$ cat src/rtl/vga_timing_gen_if.sv
// Pixel-side bundle of vga_timing_gen: lookup addresses out, returned pixel data in, aligned DAC signals out.
// master = timing generator, slave = font/VRAM path plus DAC consumer.
interface vga_timing_gen_if #(
   parameter int CW     = 4,
   parameter int ADDR_W = 10
);
   logic [3*CW-1:0]   vga_data;
   logic [ADDR_W-1:0] h_addr;
   logic [ADDR_W-1:0] v_addr;
   logic [6:0]        h_char;
   logic [4:0]        v_char;
   logic [3:0]        h_font;
   logic [3:0]        v_font;
   logic              addr_valid;
   logic              frame_start;
   logic              hsync;
   logic              vsync;
   logic              valid;
   logic [CW-1:0]     vga_r;
   logic [CW-1:0]     vga_g;
   logic [CW-1:0]     vga_b;
`ifdef VGA_TEST_PATTERN_EN
   logic              test_mode;
`endif

   modport master (
      input  vga_data,
      output h_addr, v_addr, h_char, v_char, h_font, v_font, addr_valid, frame_start,
      output hsync, vsync, valid, vga_r, vga_g, vga_b
`ifdef VGA_TEST_PATTERN_EN
      , input test_mode
`endif
   );

   modport slave (
      output vga_data,
      input  h_addr, v_addr, h_char, v_char, h_font, v_font, addr_valid, frame_start,
      input  hsync, vsync, valid, vga_r, vga_g, vga_b
`ifdef VGA_TEST_PATTERN_EN
      , output test_mode
`endif
   );
endinterface

$ cat src/rtl/vga_timing_gen.sv
// VGA timing with character-cell addresses; VGA_TEST_PATTERN_EN adds test_mode colour bars.
// Addresses undelayed; hsync/vsync/valid/colour lag h_addr by DATA_LAT+1 cycles; free-running, no backpressure.
module vga_timing_gen #(
   parameter int H_ACTIVE = 640,
   parameter int H_FP     = 16,
   parameter int H_SYNC   = 96,
   parameter int H_BP     = 48,
   parameter int V_ACTIVE = 480,
   parameter int V_FP     = 10,
   parameter int V_SYNC   = 2,
   parameter int V_BP     = 33,
   parameter int HS_POL   = 0,
   parameter int VS_POL   = 0,
   parameter int FONT_W   = 9,
   parameter int FONT_H   = 16,
   parameter int CW       = 4,
   parameter int DATA_LAT = 1,
   parameter int ADDR_W   = 10
) (
   input  logic             pclk,
   input  logic             reset,
   vga_timing_gen_if.master bus
);
   localparam int H_TOTAL = H_ACTIVE + H_FP + H_SYNC + H_BP;
   localparam int V_TOTAL = V_ACTIVE + V_FP + V_SYNC + V_BP;
   localparam int HC_W    = $clog2(H_TOTAL + 1);
   localparam int VC_W    = $clog2(V_TOTAL + 1);

   localparam logic [HC_W-1:0] H_LAST = HC_W'(H_TOTAL - 1);
   localparam logic [HC_W-1:0] H_ACT  = HC_W'(H_ACTIVE);
   localparam logic [HC_W-1:0] HS_BEG = HC_W'(H_ACTIVE + H_FP);
   localparam logic [HC_W-1:0] HS_END = HC_W'(H_ACTIVE + H_FP + H_SYNC);
   localparam logic [VC_W-1:0] V_LAST = VC_W'(V_TOTAL - 1);
   localparam logic [VC_W-1:0] V_ACT  = VC_W'(V_ACTIVE);
   localparam logic [VC_W-1:0] VS_BEG = VC_W'(V_ACTIVE + V_FP);
   localparam logic [VC_W-1:0] VS_END = VC_W'(V_ACTIVE + V_FP + V_SYNC);
   localparam logic [3:0]      FW_LAST = 4'(FONT_W - 1);
   localparam logic [3:0]      FH_LAST = 4'(FONT_H - 1);
   localparam logic            HS_LVL  = (HS_POL != 0);
   localparam logic            VS_LVL  = (VS_POL != 0);

   logic [HC_W-1:0] h_cnt_q, h_cnt_d;
   logic [VC_W-1:0] v_cnt_q, v_cnt_d;
   logic [3:0]      h_font_q, h_font_d, v_font_q, v_font_d;
   logic [6:0]      h_char_q, h_char_d;
   logic [4:0]      v_char_q, v_char_d;
   logic            h_wrap, v_wrap, h_act, v_act;
   logic            hs_raw, vs_raw, av_raw;

   always_comb begin
      h_wrap  = (h_cnt_q == H_LAST);
      v_wrap  = (v_cnt_q == V_LAST);
      h_cnt_d = h_wrap ? '0 : h_cnt_q + 1'b1;
      v_cnt_d = v_cnt_q;
      if (h_wrap) begin
         v_cnt_d = v_wrap ? '0 : v_cnt_q + 1'b1;
      end
      h_act  = (h_cnt_q < H_ACT);
      v_act  = (v_cnt_q < V_ACT);
      av_raw = h_act && v_act;
      hs_raw = (h_cnt_q >= HS_BEG) && (h_cnt_q < HS_END);
      vs_raw = (v_cnt_q >= VS_BEG) && (v_cnt_q < VS_END);
   end

   // Cell sub-counters track the next counter value, so they match h_addr/v_addr without a divider.
   always_comb begin
      h_font_d = '0;
      h_char_d = '0;
      if (!h_wrap && (h_cnt_d < H_ACT)) begin
         if (h_font_q == FW_LAST) begin
            h_char_d = h_char_q + 1'b1;
         end else begin
            h_font_d = h_font_q + 1'b1;
            h_char_d = h_char_q;
         end
      end
      v_font_d = v_font_q;
      v_char_d = v_char_q;
      if (h_wrap) begin
         v_font_d = '0;
         v_char_d = '0;
         if (!v_wrap && (v_cnt_d < V_ACT)) begin
            if (v_font_q == FH_LAST) begin
               v_char_d = v_char_q + 1'b1;
            end else begin
               v_font_d = v_font_q + 1'b1;
               v_char_d = v_char_q;
            end
         end
      end
   end

   always_ff @(posedge pclk or posedge reset) begin
      if (reset) begin
         h_cnt_q  <= '0;
         v_cnt_q  <= '0;
         h_font_q <= '0;
         h_char_q <= '0;
         v_font_q <= '0;
         v_char_q <= '0;
      end else begin
         h_cnt_q  <= h_cnt_d;
         v_cnt_q  <= v_cnt_d;
         h_font_q <= h_font_d;
         h_char_q <= h_char_d;
         v_font_q <= v_font_d;
         v_char_q <= v_char_d;
      end
   end

`ifdef VGA_TEST_PATTERN_EN
   localparam int BAR_W = (H_ACTIVE / 8 > 0) ? H_ACTIVE / 8 : 1;
   localparam int BC_W  = (BAR_W > 1) ? $clog2(BAR_W) : 1;
   localparam logic [BC_W-1:0] BAR_LAST = BC_W'(BAR_W - 1);

   logic [BC_W-1:0] bar_pix_q, bar_pix_d;
   logic [2:0]      bar_idx_q, bar_idx_d;

   // Index saturates at 7 so a remainder of H_ACTIVE/8 stays in the last bar.
   always_comb begin
      bar_pix_d = '0;
      bar_idx_d = '0;
      if (!h_wrap && (h_cnt_d < H_ACT)) begin
         if (bar_pix_q == BAR_LAST) begin
            bar_idx_d = (bar_idx_q == 3'd7) ? bar_idx_q : bar_idx_q + 1'b1;
         end else begin
            bar_pix_d = bar_pix_q + 1'b1;
            bar_idx_d = bar_idx_q;
         end
      end
   end

   always_ff @(posedge pclk or posedge reset) begin
      if (reset) begin
         bar_pix_q <= '0;
         bar_idx_q <= '0;
      end else begin
         bar_pix_q <= bar_pix_d;
         bar_idx_q <= bar_idx_d;
      end
   end

   localparam int PW = 7;
   logic [PW-1:0] pipe_in;
   assign pipe_in = {hs_raw, vs_raw, av_raw, bus.test_mode, bar_idx_q};
`else
   localparam int PW = 3;
   logic [PW-1:0] pipe_in;
   assign pipe_in = {hs_raw, vs_raw, av_raw};
`endif

   logic [PW-1:0] pipe_out;

   generate
      if (DATA_LAT == 0) begin : g_nolat
         assign pipe_out = pipe_in;
      end else begin : g_lat
         logic [PW-1:0] stage_q [DATA_LAT];
         always_ff @(posedge pclk or posedge reset) begin
            if (reset) begin
               for (int i = 0; i < DATA_LAT; i++) stage_q[i] <= '0;
            end else begin
               stage_q[0] <= pipe_in;
               for (int i = 1; i < DATA_LAT; i++) stage_q[i] <= stage_q[i-1];
            end
         end
         assign pipe_out = stage_q[DATA_LAT-1];
      end
   endgenerate

   logic            dly_hs, dly_vs, dly_av;
   logic [3*CW-1:0] pix_dat;
   assign dly_hs = pipe_out[PW-1];
   assign dly_vs = pipe_out[PW-2];
   assign dly_av = pipe_out[PW-3];

`ifdef VGA_TEST_PATTERN_EN
   logic [2:0] bar_rgb;
   always_comb begin
      bar_rgb = 3'b000;
      case (pipe_out[2:0])
         3'd0:    bar_rgb = 3'b111;
         3'd1:    bar_rgb = 3'b110;
         3'd2:    bar_rgb = 3'b011;
         3'd3:    bar_rgb = 3'b010;
         3'd4:    bar_rgb = 3'b101;
         3'd5:    bar_rgb = 3'b100;
         3'd6:    bar_rgb = 3'b001;
         default: bar_rgb = 3'b000;
      endcase
      pix_dat = pipe_out[3] ? {{CW{bar_rgb[2]}}, {CW{bar_rgb[1]}}, {CW{bar_rgb[0]}}}
                            : bus.vga_data;
   end
`else
   assign pix_dat = bus.vga_data;
`endif

   logic            hsync_q, vsync_q, valid_q, frame_start_q;
   logic [3*CW-1:0] colour_q;

   always_ff @(posedge pclk or posedge reset) begin
      if (reset) begin
         hsync_q       <= ~HS_LVL;
         vsync_q       <= ~VS_LVL;
         valid_q       <= 1'b0;
         colour_q      <= '0;
         frame_start_q <= 1'b0;
      end else begin
         hsync_q       <= dly_hs ? HS_LVL : ~HS_LVL;
         vsync_q       <= dly_vs ? VS_LVL : ~VS_LVL;
         valid_q       <= dly_av;
         colour_q      <= dly_av ? pix_dat : '0;
         frame_start_q <= (h_cnt_q == '0) && (v_cnt_q == '0);
      end
   end

   assign bus.h_addr      = h_act ? ADDR_W'(h_cnt_q) : '0;
   assign bus.v_addr      = v_act ? ADDR_W'(v_cnt_q) : '0;
   assign bus.h_char      = h_char_q;
   assign bus.v_char      = v_char_q;
   assign bus.h_font      = h_font_q;
   assign bus.v_font      = v_font_q;
   assign bus.addr_valid  = av_raw;
   assign bus.frame_start = frame_start_q;
   assign bus.hsync       = hsync_q;
   assign bus.vsync       = vsync_q;
   assign bus.valid       = valid_q;
   assign bus.vga_r       = colour_q[3*CW-1:2*CW];
   assign bus.vga_g       = colour_q[2*CW-1:CW];
   assign bus.vga_b       = colour_q[CW-1:0];
endmodule
$ cat src/flat_wrapper.sv
// flat-port wrapper written by rule: the top's interface ports become plain ports
module vga_timing_gen_flat 
#(
   parameter int H_ACTIVE = 640,
   parameter int H_FP     = 16,
   parameter int H_SYNC   = 96,
   parameter int H_BP     = 48,
   parameter int V_ACTIVE = 480,
   parameter int V_FP     = 10,
   parameter int V_SYNC   = 2,
   parameter int V_BP     = 33,
   parameter int HS_POL   = 0,
   parameter int VS_POL   = 0,
   parameter int FONT_W   = 9,
   parameter int FONT_H   = 16,
   parameter int CW       = 4,
   parameter int DATA_LAT = 1,
   parameter int ADDR_W   = 10
)
  (pclk, reset, bus_vga_data, bus_h_addr, bus_v_addr, bus_h_char, bus_v_char, bus_h_font, bus_v_font, bus_addr_valid, bus_frame_start, bus_hsync, bus_vsync, bus_valid, bus_vga_r, bus_vga_g, bus_vga_b);
  vga_timing_gen_if #(.CW(CW), .ADDR_W(ADDR_W)) bus_i ();
  input  logic pclk;
  input  logic reset;
  input wire logic [$bits(bus_i.vga_data)-1:0] bus_vga_data;
  output wire logic [$bits(bus_i.h_addr)-1:0] bus_h_addr;
  output wire logic [$bits(bus_i.v_addr)-1:0] bus_v_addr;
  output wire logic [$bits(bus_i.h_char)-1:0] bus_h_char;
  output wire logic [$bits(bus_i.v_char)-1:0] bus_v_char;
  output wire logic [$bits(bus_i.h_font)-1:0] bus_h_font;
  output wire logic [$bits(bus_i.v_font)-1:0] bus_v_font;
  output wire logic [$bits(bus_i.addr_valid)-1:0] bus_addr_valid;
  output wire logic [$bits(bus_i.frame_start)-1:0] bus_frame_start;
  output wire logic [$bits(bus_i.hsync)-1:0] bus_hsync;
  output wire logic [$bits(bus_i.vsync)-1:0] bus_vsync;
  output wire logic [$bits(bus_i.valid)-1:0] bus_valid;
  output wire logic [$bits(bus_i.vga_r)-1:0] bus_vga_r;
  output wire logic [$bits(bus_i.vga_g)-1:0] bus_vga_g;
  output wire logic [$bits(bus_i.vga_b)-1:0] bus_vga_b;
  assign bus_i.vga_data = bus_vga_data;
  assign bus_h_addr = bus_i.h_addr;
  assign bus_v_addr = bus_i.v_addr;
  assign bus_h_char = bus_i.h_char;
  assign bus_v_char = bus_i.v_char;
  assign bus_h_font = bus_i.h_font;
  assign bus_v_font = bus_i.v_font;
  assign bus_addr_valid = bus_i.addr_valid;
  assign bus_frame_start = bus_i.frame_start;
  assign bus_hsync = bus_i.hsync;
  assign bus_vsync = bus_i.vsync;
  assign bus_valid = bus_i.valid;
  assign bus_vga_r = bus_i.vga_r;
  assign bus_vga_g = bus_i.vga_g;
  assign bus_vga_b = bus_i.vga_b;
  vga_timing_gen #(.H_ACTIVE(H_ACTIVE), .H_FP(H_FP), .H_SYNC(H_SYNC), .H_BP(H_BP), .V_ACTIVE(V_ACTIVE), .V_FP(V_FP), .V_SYNC(V_SYNC), .V_BP(V_BP), .HS_POL(HS_POL), .VS_POL(VS_POL), .FONT_W(FONT_W), .FONT_H(FONT_H), .CW(CW), .DATA_LAT(DATA_LAT), .ADDR_W(ADDR_W)) u_core (.pclk(pclk), .reset(reset), .bus(bus_i));
endmodule
$ cat config.mk
export PLATFORM = sky130hd
export DESIGN_NAME = vga_timing_gen_flat
export DESIGN_NICKNAME = d
export VERILOG_FILES = /design/src/rtl/vga_timing_gen_if.sv /design/src/rtl/vga_timing_gen.sv /design/src/flat_wrapper.sv
export SDC_FILE = /design/constraint.sdc
export NUM_CORES = 1
export LEC_CHECK = 0
export BUFFER_PORTS_ARGS = -buffer_cell sky130_fd_sc_hd__buf_2
export CORE_MARGIN = 4
export CORE_UTILIZATION = 30
export DETAILED_ROUTE_END_ITERATION = 6
export PLACE_DENSITY = 0.58
export SLEW_MARGIN = 5
export SYNTH_ARGS = -nofsm -noshare
export SYNTH_HDL_FRONTEND = slang
export SYNTH_SLANG_ARGS = --single-unit
export TNS_END_PERCENT = 30
$ cat constraint.sdc
create_clock -name pclk -period 2 [get_ports pclk]
set_input_delay 0.1 -clock pclk [delete_from_list [all_inputs] [get_ports pclk]]
set_output_delay 0.1 -clock pclk [all_outputs]
set_load 0.02 [all_outputs]
==> reports/results.txt <==
Status -> finished with violations
Failing checks -> setup timing
DIE HEIGHT -> 107 um
Maxcap violations -> 0
Placeable Area -> 9420 um2
DRC errors left -> 0
Tcrit/Tclk final -> 113%
Mean Syn Cell Area -> 10.1 um2
Leak -> 2.10 nW
Post-DR vias/cell -> 4.58
Post-synth EDFFs -> 0
Mapped Cells -> 291
Largest net degree at the start of global routing -> 40
Vias in the first global route -> 2,636
Post-route worst setup slack -> -0.251 ns
Most frequent cells in the layout -> 69 x buf_2, 56 x buf_4, 54 x dfrtp_1
Die X-Extent -> 107 um
Wire per inst -> 13.8 um
Final core utilization -> 46.3%
Min Tclk post-route -> 2.25 ns
DIE AREA -> 11,500 um2
Fmax -> 444 MHz
Yosys cell types -> 52
Area growth syn-to-layout -> 48.0%
Io pins -> 71
WHS -> 0.325 ns
Clk Latency, worst-skew pair -> 0.34 ns
CP startpoint kind -> register
Starting density of the core -> 31.3%
Fillcell total -> 922
DP Area -> 3770 um2
Sequential-to-total area share from yosys stat -> 50.2%
CTS tree -> yes
TritonCTS Buffers -> 9
Syn Nets -> 314
Synthesis warning total -> 0
Commonest non-fill, non-tap cell in the layout -> buf_2
Register area -> 1480 um2
Placer congestion estimate -> 0.770
Required @ worst endpoint -> 2.24 ns
Multi-input gate area -> 1490 um2
Max VDD drop -> 0.345 mV
Total number of vias -> 2,589
Share of layout cells above drive strength 1 -> 41.7%
CTS max path bufs -> 2
Worst Path Max Fanout -> 6
CP endpoint kind -> register
GRT Total Usage -> 13.7%
Initial antenna violation count -> 0
First-pass GRT wire length -> 12.7 mm
Yosys reg bits -> 59
DR pass1 iterations -> 4
Post-route ant nets -> 0
Cell Area, Synth -> 2940 um2
H-tree levels -> 3
CP Data Arrival Time -> 2.49 ns
# rows -> 35
Final max-slew violation count -> 0
HPWL after detailed placement -> 5.33 mm
Ys async rst share -> 100%
Final Setup Violations -> 9
Clock slew at the register clock pins of the worst setup and hold paths -> 0.08 ns
Clk_skew -> 0.00770 ns
Power Dens Cells -> 554 nW/um2
Crit Path Category -> register to register
Nets -> 454
Clk root buf -> clkbuf_8
Antenna Diode Count -> 0
Drt total wl -> 7.79 mm
Hold crit path type -> input port to async pin
Primary FF master, synth -> dfrtp_1
GRT overflow -> 0
Fin. Hold Viols -> 0
DRT iter0 DRCs -> 105
Post-route cell area -> 4360 um2
RSZ-0062 raised after global routing -> yes
Port bufs -> 69
CTS sink cnt -> 59
-- through the flow --
stage,std cells,TNS [ns],setup WS (ns),total power [mW]
after floorplan,291,-0.683,-0.130,1.28
after global placement,522,-1.17,-0.175,1.31
after detailed placement,522,-1.61,-0.256,1.31
after CTS,557,-2.06,-0.258,2.46
after global routing,565,-3.14,-0.403,2.52
final,565,-1.69,-0.251,2.41
-- cell usage after synthesis, types with 2 or more instances --
| library cell | count | area, um2 |
|---|---|---|
| nand4_1 | 2 | 12.5 |
| mux2i_1 | 2 | 20.0 |
| nor3_1 | 7 | 35.0 |
| buf_2 | 4 | 20.0 |
| dfstp_2 | 2 | 52.6 |
| and2b_1 | 2 | 15.0 |
| xnor2_1 | 10 | 87.6 |
| a21o_1 | 2 | 15.0 |
| inv_1 | 12 | 45.0 |
| o41ai_1 | 2 | 17.5 |
| clkbuf_1 | 10 | 37.5 |
| xor2_1 | 11 | 96.3 |
| o21ai_0 | 12 | 60.1 |
| a21oi_1 | 3 | 15.0 |
| o31a_1 | 2 | 17.5 |
| and2_1 | 31 | 194 |
| and3_1 | 2 | 12.5 |
| and4_1 | 2 | 17.5 |
| nor2b_1 | 3 | 18.8 |
| or2_2 | 2 | 12.5 |
| nand3_1 | 17 | 85.1 |
| o21ai_1 | 4 | 20.0 |
| nor2_1 | 23 | 86.3 |
| nand2_1 | 27 | 101 |
| a22o_1 | 2 | 17.5 |
| dfrtp_1 | 57 | 1430 |
| ha_1 | 9 | 113 |
| nor4_1 | 4 | 25.0 |
| o31ai_1 | 2 | 15.0 |
-- layer usage --
layer  GRT usage (%)  share of wire (%)  vias up
li1                -                  -     1269
met1            18.1                 46     1237
met2            21.6                 47       77
met3            4.76                6.7        6
met4            3.38               0.42        0
met5               0                  0        -
-- area by class of cell --
class / instances / area share [%]
clock buffer: 9 / 2.84
inverter: 12 / 1.03
clock inverter: 7 / 1.75
sequential: 59 / 34.0
tap: 129 / 3.70
multi-input combinational: 205 / 34.1
timing repair buffer: 144 / 22.5
-- flip-flops by register name, summed over array words and instances, names as in the netlist --
name and cells:
u_core.colour_q 12, u_core.bus.hsync 1, u_core.bus.vsync 1, u_core.bus.v_font 4
u_core.v_cnt_q 10, u_core.bus.v_char 5, u_core.h_cnt_q 10, u_core.bus.valid 1
u_core.bus.frame_start 1, u_core.bus.h_font 4, u_core.g_lat.stage_q 3, u_core.bus.h_char 7
-- final timing paths --
kind	startpoint	to	slack, ns	depth (start not counted)
setup / recovery	u_core.v_cnt_q[1]	u_core.bus.v_char[0]	-0.25	10
hold / removal	reset	u_core.bus.h_font[1]	0.33	3
setup reg to reg	u_core.v_cnt_q[1]	u_core.bus.v_char[0]	-0.25	10
max in group asynchronous	reset	u_core.bus.vsync	1.03	4
hold reg to reg	u_core.g_lat.stage_q[1]	u_core.bus.vsync	0.35	1
min in group pclk	u_core.g_lat.stage_q[1]	u_core.bus.vsync	0.35	1
-- logic make-up after synthesis --
logic type / Yosys count / synth area share [%]
compound gates: 35 / 8.25
xor+xnor: 21 / 6.25
fa+ha+maj: 9 / 3.82
buf+inv: 27 / 3.74
flops: 59 / 50.2
mux: 2 / 0.680
other cells: 1 / 0.127
simple gates: 137 / 26.9
-- critical path: stages, from the launching register on --
cell	delay [ns]
dfrtp_1	0.41
inv_2	0.06
ha_1	0.13
or4b_4	0.49
nor3_4	0.27
nor2_1	0.06
mux2i_1	0.13
buf_4	0.14
o21ai_4	0.10
buf_6	0.17
o41ai_4	0.20
-- timing repair --
action,CTS,global route
pin swaps,7,7
endpoints found under the hold margin,31,0
gates resized for setup,13,23
buffers inserted,6,8
cloned,0,0
hold buffers,13,0
endpoints found under the setup margin,10,27
-- report_power, final --
group / total (mW) / leakage [nW] / internal (mW) / switching [mW]
Sequential: 1.21 / 0.746 / 1.20 / 0.00242
Clock: 1.11 / 0.0958 / 0.581 / 0.526
Combinational: 0.100 / 1.26 / 0.0440 / 0.0562
Total: 2.41 / 2.10 / 1.83 / 0.585
Power figures use the tool's default switching activity.
